==> config.mk <==
export PLATFORM = sky130hd
export DESIGN_NAME = spi_adc_multi
export DESIGN_NICKNAME = d
export VERILOG_FILES = /design/src/rtl/spi_adc_multi.sv
export SDC_FILE = /design/constraint.sdc
export NUM_CORES = 1
export LEC_CHECK = 0
export ABC_AREA = 1
export CORE_MARGIN = 4
export CORE_UTILIZATION = 41
export DETAILED_ROUTE_END_ITERATION = 12
export GPL_ROUTABILITY_DRIVEN = 1
export SLEW_MARGIN = 5
export SYNTH_ARGS = -nofsm -noshare
export SYNTH_HDL_FRONTEND = slang
export SYNTH_SLANG_ARGS = --single-unit
==> constraint.sdc <==
create_clock -name clk -period 3.5 [get_ports clk]
set_input_delay 0.35 -clock clk [delete_from_list [all_inputs] [get_ports clk]]
set_output_delay 0.35 -clock clk [all_outputs]
set_load 0.01 [all_outputs]
==> src/rtl/spi_adc_multi.sv <==
// Lockstep driver for NCH serial SPI ADCs sharing one chip-select.
// Frames are QUIET -> IDLE -> LEAD -> SHIFT -> TRAIL; results leave via a 4-phase handshake or a valid strobe.
module spi_adc_multi #(
  parameter int RES    = 8,
  parameter int NCH    = 1,
  parameter int LEAD   = 3,
  parameter int TRAIL  = 5,
  parameter int QUIET  = 4,
  parameter int INVERT = 1
) (
  input  logic                 clk,
  input  logic                 reset,
  input  logic                 startCapture,
  input  logic                 freeRun,
  input  logic [NCH-1:0]       miso,
  output logic                 cs,
  output logic [NCH*RES-1:0]   dataout,
  output logic                 conversionComplete,
  output logic                 dataValid
);

  typedef enum logic [2:0] {ST_QUIET, ST_IDLE, ST_LEAD, ST_SHIFT, ST_TRAIL} state_t;

  localparam logic [3:0] LEAD_N  = 4'(LEAD);
  localparam logic [3:0] TRAIL_N = 4'(TRAIL);
  localparam logic [3:0] QUIET_N = 4'(QUIET);
  localparam logic [4:0] RES_N   = 5'(RES);
  localparam logic       INV_B   = (INVERT != 0);

  state_t                      state_r, state_s;
  logic [3:0]                  cnt_r, cnt_s;
  logic [4:0]                  bit_cnt_r, bit_cnt_s;
  logic                        single_r, single_s;
  logic                        cs_r, cs_s;
  logic                        valid_r, valid_s;
  logic                        cc_r, cc_s;
  logic [NCH-1:0][RES-1:0]     shreg_r, shreg_s;
  logic [NCH-1:0][RES-1:0]     dout_r, dout_s;
  logic [NCH-1:0]              bits_s;

  function automatic logic [RES-1:0] shift_in(input logic [RES-1:0] v, input logic b);
    logic [RES:0] ext;
    ext = {v, b};
    return ext[RES-1:0];
  endfunction

  assign bits_s = miso ^ {NCH{INV_B}};

  // Next-state and next-output logic for the framing FSM and handshake.
  always_comb begin
    state_s   = state_r;
    cnt_s     = cnt_r;
    bit_cnt_s = bit_cnt_r;
    single_s  = single_r;
    cs_s      = cs_r;
    valid_s   = 1'b0;
    shreg_s   = shreg_r;
    dout_s    = dout_r;
    // Ack first; a completion set below overrides it when both apply.
    if (!cc_r && startCapture) begin
      cc_s = 1'b1;
    end else begin
      cc_s = cc_r;
    end
    case (state_r)
      ST_QUIET: begin
        if (cnt_r <= 4'd1) begin
          state_s = ST_IDLE;
        end else begin
          cnt_s = cnt_r - 4'd1;
        end
      end
      ST_IDLE: begin
        if (freeRun || (!startCapture && cc_r)) begin
          single_s = ~freeRun;
          cs_s     = 1'b0;
          if (LEAD_N == 4'd0) begin
            state_s   = ST_SHIFT;
            bit_cnt_s = RES_N;
          end else begin
            state_s = ST_LEAD;
            cnt_s   = LEAD_N;
          end
        end else begin
          state_s = ST_IDLE;
        end
      end
      ST_LEAD: begin
        if (cnt_r <= 4'd1) begin
          state_s   = ST_SHIFT;
          bit_cnt_s = RES_N;
        end else begin
          cnt_s = cnt_r - 4'd1;
        end
      end
      ST_SHIFT: begin
        for (int i = 0; i < NCH; i++) begin
          shreg_s[i] = shift_in(shreg_r[i], bits_s[i]);
        end
        if (bit_cnt_r <= 5'd1) begin
          state_s = ST_TRAIL;
          cnt_s   = TRAIL_N;
          valid_s = 1'b1;
          dout_s  = shreg_s;
          if (single_r) begin
            cc_s = 1'b0;
          end else begin
            cc_s = cc_s;
          end
        end else begin
          bit_cnt_s = bit_cnt_r - 5'd1;
        end
      end
      ST_TRAIL: begin
        if (cnt_r <= 4'd1) begin
          state_s = ST_QUIET;
          cnt_s   = QUIET_N;
          cs_s    = 1'b1;
        end else begin
          cnt_s = cnt_r - 4'd1;
        end
      end
      default: begin
        state_s = ST_QUIET;
        cnt_s   = QUIET_N;
        cs_s    = 1'b1;
      end
    endcase
  end

  // State and registered outputs; reset abandons any frame in flight.
  always_ff @(posedge clk or negedge reset) begin
    if (!reset) begin
      state_r   <= ST_QUIET;
      cnt_r     <= QUIET_N;
      bit_cnt_r <= 5'd0;
      single_r  <= 1'b0;
      cs_r      <= 1'b1;
      valid_r   <= 1'b0;
      cc_r      <= 1'b1;
      shreg_r   <= '0;
      dout_r    <= '0;
    end else begin
      state_r   <= state_s;
      cnt_r     <= cnt_s;
      bit_cnt_r <= bit_cnt_s;
      single_r  <= single_s;
      cs_r      <= cs_s;
      valid_r   <= valid_s;
      cc_r      <= cc_s;
      shreg_r   <= shreg_s;
      dout_r    <= dout_s;
    end
  end

  assign cs                 = cs_r;
  assign dataout            = dout_r;
  assign conversionComplete = cc_r;
  assign dataValid          = valid_r;

endmodule

### Yosys cells after proc, flatten, opt, wreduce, memory -nomap -nowiden

Cells that the tools add are included.

| word-level totals | value |
|---|---|
| bits in registers | 31 |
| bits in latches | 0 |
| memory bits (writable) | 0 |
| ROM bits | 0 |
| input port bits | 5 |
| output and inout bits | 11 |
| memories kept | 0 |

| operators by class | value |
|---|---|
| add/subtract/negate cells | 2 |
| multiply operators | 0 |
| divide/modulo/power cells | 0 |
| magnitude comparators | 2 |
| eq/ne operators | 11 |
| shifts and indexed selects | 0 |
| mux-type cells | 23 |
| bitwise gates (word level) | 3 |
| reductions and logical operators | 15 |

Operators by type and width:

| kind | count |
|---|---|
| $mux W4 | 4 |
| $pmux W4 S4 | 1 |
| $pmux W3 S5 | 1 |
| $ne A2 B2 Y1 const B | 7 |
| $mux W3 | 4 |
| $mux W5 | 2 |
| $pmux W5 S2 | 1 |
| $reduce_and A3 Y1 | 3 |
| $mux W1 | 8 |
| $eq A3 B2 Y1 const B | 2 |
| $le A5 B1 Y1 const B | 1 |
| $sub A5 B1 Y5 const B | 1 |
| $le A4 B1 Y1 const B | 1 |
| $reduce_and A2 Y1 | 2 |
| $reduce_and A4 Y1 | 1 |
| $sub A4 B1 Y4 const B | 1 |
| $eq A3 B1 Y1 const B | 1 |
| $eq A3 B3 Y1 const B | 1 |
| $logic_not A3 Y1 | 1 |
| $not A1 Y1 | 3 |
| $pmux W1 S3 | 1 |
| $reduce_or A3 Y1 | 1 |
| $logic_and A1 B1 Y1 | 2 |
| $logic_not A1 Y1 | 2 |
| other kinds (4) | 4 |

### Depth between registers and ports, before layout

| logic depth | value |
|---|---|
| word-level depth | 6 |
| mapped depth | 11 |

### Worst setup path after synthesis

No wires, ideal clock.

| timing path | value |
|---|---|
| path type | register to register |
| start point | register cnt_r[0] |
| end point | register cnt_r[3] |
| data arrival time | 1240 ps |
| data required time | 3384 ps |
| setup slack | 2144 ps |
| stages on the path, launching flop included | 11 |
| buffers on the path | 0 |
| clock period less this slack | 1356 ps |
| path through | dfrtp_1 > inv_1 > ha_1 > inv_1 > nand2_1 > nand2_1 > nor2_1 > nor2_2 > nand2_2 > nand2_1 > nand2_1 |

| on the way | value |
|---|---|
| cells in the longest elaborated chain, start to end | 3 |
| elaborated cells between the ends (all ways) | 7 |
| classes of those cells | add/sub (1); order compare (1); eq/ne (1); mux (3); reduce/logical (1) |

RTL lines:

| element | line | text |
|---|---|---|
| start, declared | 31 | `logic [3:0] cnt_r, cnt_s;` |
| start signal, assigned | 145 | `cnt_r <= cnt_s;` |
| $sub A4 B1 Y4 / $le A4 B1 Y1 (equally long branches) | -- |  |
| $mux W4 (tied with other cells) | 115 | `if (cnt_r <= 4'd1) begin` |
| $pmux W4 S4 / $reduce_and A3 Y1 (equally long branches) | -- |  |

Several ways; a longest one is shown, not always the timed one. The select of a mux whose other input is x is not followed.
A chain may end at the register's enable or synchronous reset.

### Worst setup path after layout

| timing path | value |
|---|---|
| start point | register cc_r (netlist: conversionComplete) |
| end point | output conversionComplete |

RTL lines:

| element | line | text |
|---|---|---|
| start, declared | 36 | `logic cc_r, cc_s;` |
| start signal, assigned | 150 | `cc_r <= cc_s;` |
| end, declared | 18 | `output logic conversionComplete,` |

No word-level cell between the ends.

==> impl_metrics.env <==
export IMPL_status="complete, no violations"
export IMPL_p_per_area_nw_per_um2=900.4
export IMPL_netlist_instances=204
export IMPL_viasPerCell=4.788
export IMPL_gp_congestion=0.9187
export IMPL_post_route_cells_drive_above_1_share_pct=15.56
export IMPL_crit_type="reg -> out"
export IMPL_htreeDepth=2
export IMPL_cts_buffers=5
export IMPL_pin_count=16
export IMPL_postRouteAntennaNets=0
export IMPL_globalRoute_totalOverflow=0
export IMPL_ys_top_cells_by_area="dfrtp_1, nand2_1, inv_1, dfstp_2, nor2_1"
export IMPL_cts_resized=0
export IMPL_yosysSeqAreaShare_pct=47.74
export IMPL_synth_edf_count=0
export IMPL_path_cells="clkdlybuf4s50_1"
export IMPL_die_y_microns=71.11
export IMPL_cp_start_kind="flop"
export IMPL_synth_async_reset_ratio_pct=100.0
export IMPL_layout_min_cycle_time_ns=1.714
export IMPL_synth_ff_type="dfrtp_1"
export IMPL_hpwl_microns=2267
export IMPL_cp_data_required_time_ns=3.15
export IMPL_endpoint_kind="output pin"
export IMPL_num_nets_final=233
export IMPL_synth_nets=213
export IMPL_first_iter_violations=41
export IMPL_wl_per_cell_microns=11.40
export IMPL_clkSlewWorstSetupHoldPaths_ns=0.07
export IMPL_ys_types=25
export IMPL_yosysWarnings=0
export IMPL_skew_ns=0.002771
export IMPL_crit_path_start="conversionComplete$_DFF_PN1_"
export IMPL_clkLatencyLatePin_ns=0.28
export IMPL_final_max_slew_viol_count=0
export IMPL_syn_area_per_cell_sq_um=8.004
export IMPL_setup_violations=0
export IMPL_r2r_cells=10
export IMPL_r2r_end="cnt_r[0]$_DFFE_PN0P_"
export IMPL_crit_end="conversionComplete"
export IMPL_place_area_sq_um=1829
export IMPL_antenna_found_initial=0
export IMPL_yosysTopAreaCellShare_pct=42.91
export IMPL_clockBufferDepth=2
export IMPL_crit_fanout=4
export IMPL_worstReg2RegStart="cnt_r[0]$_DFFE_PN0P_"
export IMPL_grt_pass1_wl_microns=5575
export IMPL_crit_path_max_incr_delay_ns=0.55
export IMPL_grt_max_degree=32
export IMPL_synth_largest_area_cell="dfrtp_1"
export IMPL_crit_slowest_cell="dfstp_2"
export IMPL_multi_input_area_sq_um=728.2
export IMPL_portBuffers=15
export IMPL_via_count=1307
export IMPL_worst_path_buf_inv=1
export IMPL_num_fill_cells=375
export IMPL_cts_sinks=31
export IMPL_ff_latch_area_sq_um=779.5
export IMPL_final_cell_area_sq_um=1918
export IMPL_worstMarginPinSlew_ns=0.4050
export IMPL_max_freq_ghz=0.5834
export IMPL_r2r_slack_ns=1.96
export IMPL_cp_top_family="flip-flops"
export IMPL_dr_pass1_iters=6
export IMPL_track_usage_pct=13.88
export IMPL_cts_tree="done"
export IMPL_hold_buffers=0
export IMPL_finalHoldViolCount=0
export IMPL_syn_area_sq_um=1633
export IMPL_finalCritPeriodShare_pct=48.97
export IMPL_synthMostInstantiatedCell="nand2_1"
export IMPL_setup_tns_ns=0
export IMPL_maxCapViolCount=0
export IMPL_diodes=0
export IMPL_die_w_microns=71.11
export IMPL_rows=22
export IMPL_relSlewSlack_pct=73.00
export IMPL_synth_top_cells_by_count="nand2_1, dfrtp_1, inv_1, nor2_1"
export IMPL_cts_root_buf="clkbuf_8"
export IMPL_hp_class="reg -> reg"
export IMPL_rsz0062_at_grt="false"
export IMPL_p_leak_nw=0.9586
export IMPL_grt_pass1_vias=1279
export IMPL_worst_path_stages=1
export IMPL_drc=0
export IMPL_cp_arrival_ns=1.36
export IMPL_ir_drop_v=0.0004190
export IMPL_drt_total_wl_microns=3111
export IMPL_post_cts_repair_setup_buffers=0
export IMPL_start_util_pct=43.62
export IMPL_fin_cells=273
export IMPL_syn_to_final_growth_pct=17.47
export IMPL_dp_cells=265
export IMPL_ys_ff_latch=31
export IMPL_coreArea_sq_um=3744
export IMPL_dieArea_sq_um=5056
==> final cells by class <==
type	count	area share (%)
clock buffers	5	3.588
repair buffers	16	8.219
clock inverters	3	1.044
inverters	27	5.414
flip-flops and latches	31	40.64
multi-input cells	143	37.96
well taps	48	3.131
==> per-stage QoR <==
stage	util, %	worst slack, ns	power [mW]	hold WS, ns
after floorplan	-	2.144	1.228	0.05441
after global placement	48.86	1.983	1.429	0.3929
after detailed placement	48.86	1.969	1.458	0.4128
after CTS	51.24	1.768	1.746	0.4133
after global routing	51.24	1.736	1.903	0.4219
final	51.24	1.786	1.727	0.4123
==> power by group <==
part / internal, mW / switching [mW]
sequential: 0.510 / 0.118
clock: 0.138 / 0.138
combinational: 0.331 / 0.492
total: 0.979 / 0.749
==> how the worst min path moves through the flow <==
stage / startpoint / end / slack (ns) / cells past startpoint
6_report: single_r$_DFFE_PN0P_ / conversionComplete$_DFF_PN1_ / 0.41 / 1
2_1_floorplan: reset / bit_cnt_r[0]$_DFFE_PN0P_ / 0.05 / 0
3_5_place_dp: single_r$_DFFE_PN0P_ / conversionComplete$_DFF_PN1_ / 0.41 / 1
3_3_place_gp: single_r$_DFFE_PN0P_ / conversionComplete$_DFF_PN1_ / 0.39 / 1
5_1_grt: single_r$_DFFE_PN0P_ / conversionComplete$_DFF_PN1_ / 0.42 / 1
4_1_cts: single_r$_DFFE_PN0P_ / conversionComplete$_DFF_PN1_ / 0.41 / 1
==> kinds of logic after synthesis <==
| kind of cell | Yosys count | synth area share, % |
|---|---|---|
| AO/OA/AOI/OAI | 29 | 10.65 |
| XOR/XNOR | 1 | 0.5365 |
| adder cells (fa/ha/maj) | 4 | 3.065 |
| buffers and inverters | 30 | 7.663 |
| flip-flops | 31 | 47.74 |
| AND/OR/NAND/NOR | 109 | 30.34 |
==> per-layer routing <==
metal | vias to the layer above | global-route usage, % | wire, microns
met1 | 597 | 17.33 | 1432
met2 | 32 | 21.73 | 1459
met5 | - | 0 | 0
met3 | 4 | 5.114 | 172
li1 | 674 | - | -
met4 | 0 | 5.637 | 46
==> sequential cells by signal, indices dropped and copies added (netlist names) <==
name,count
cnt_r,4
cs,1
shreg_r,7
dataValid,1
state_r,3
conversionComplete,1
dataout,8
bit_cnt_r,5
single_r,1
==> placed cells by master, fill, tap and decap left out, types with 2 or more instances in the layout <==
cell,synthesis,final
clkinvlp_4,0,2
nand2_2,4,4
dfstp_2,3,3
inv_2,2,2
nand3_1,9,9
a21oi_1,6,6
ha_1,4,4
o21ai_0,9,9
inv_1,24,24
o21ai_2,7,7
nor2_2,4,4
clkbuf_8,0,5
o21ai_1,6,6
nor2_1,21,21
nand2_1,65,65
dfrtp_1,28,28
clkdlybuf4s50_1,0,15
Power figures use the tool's default switching activity.
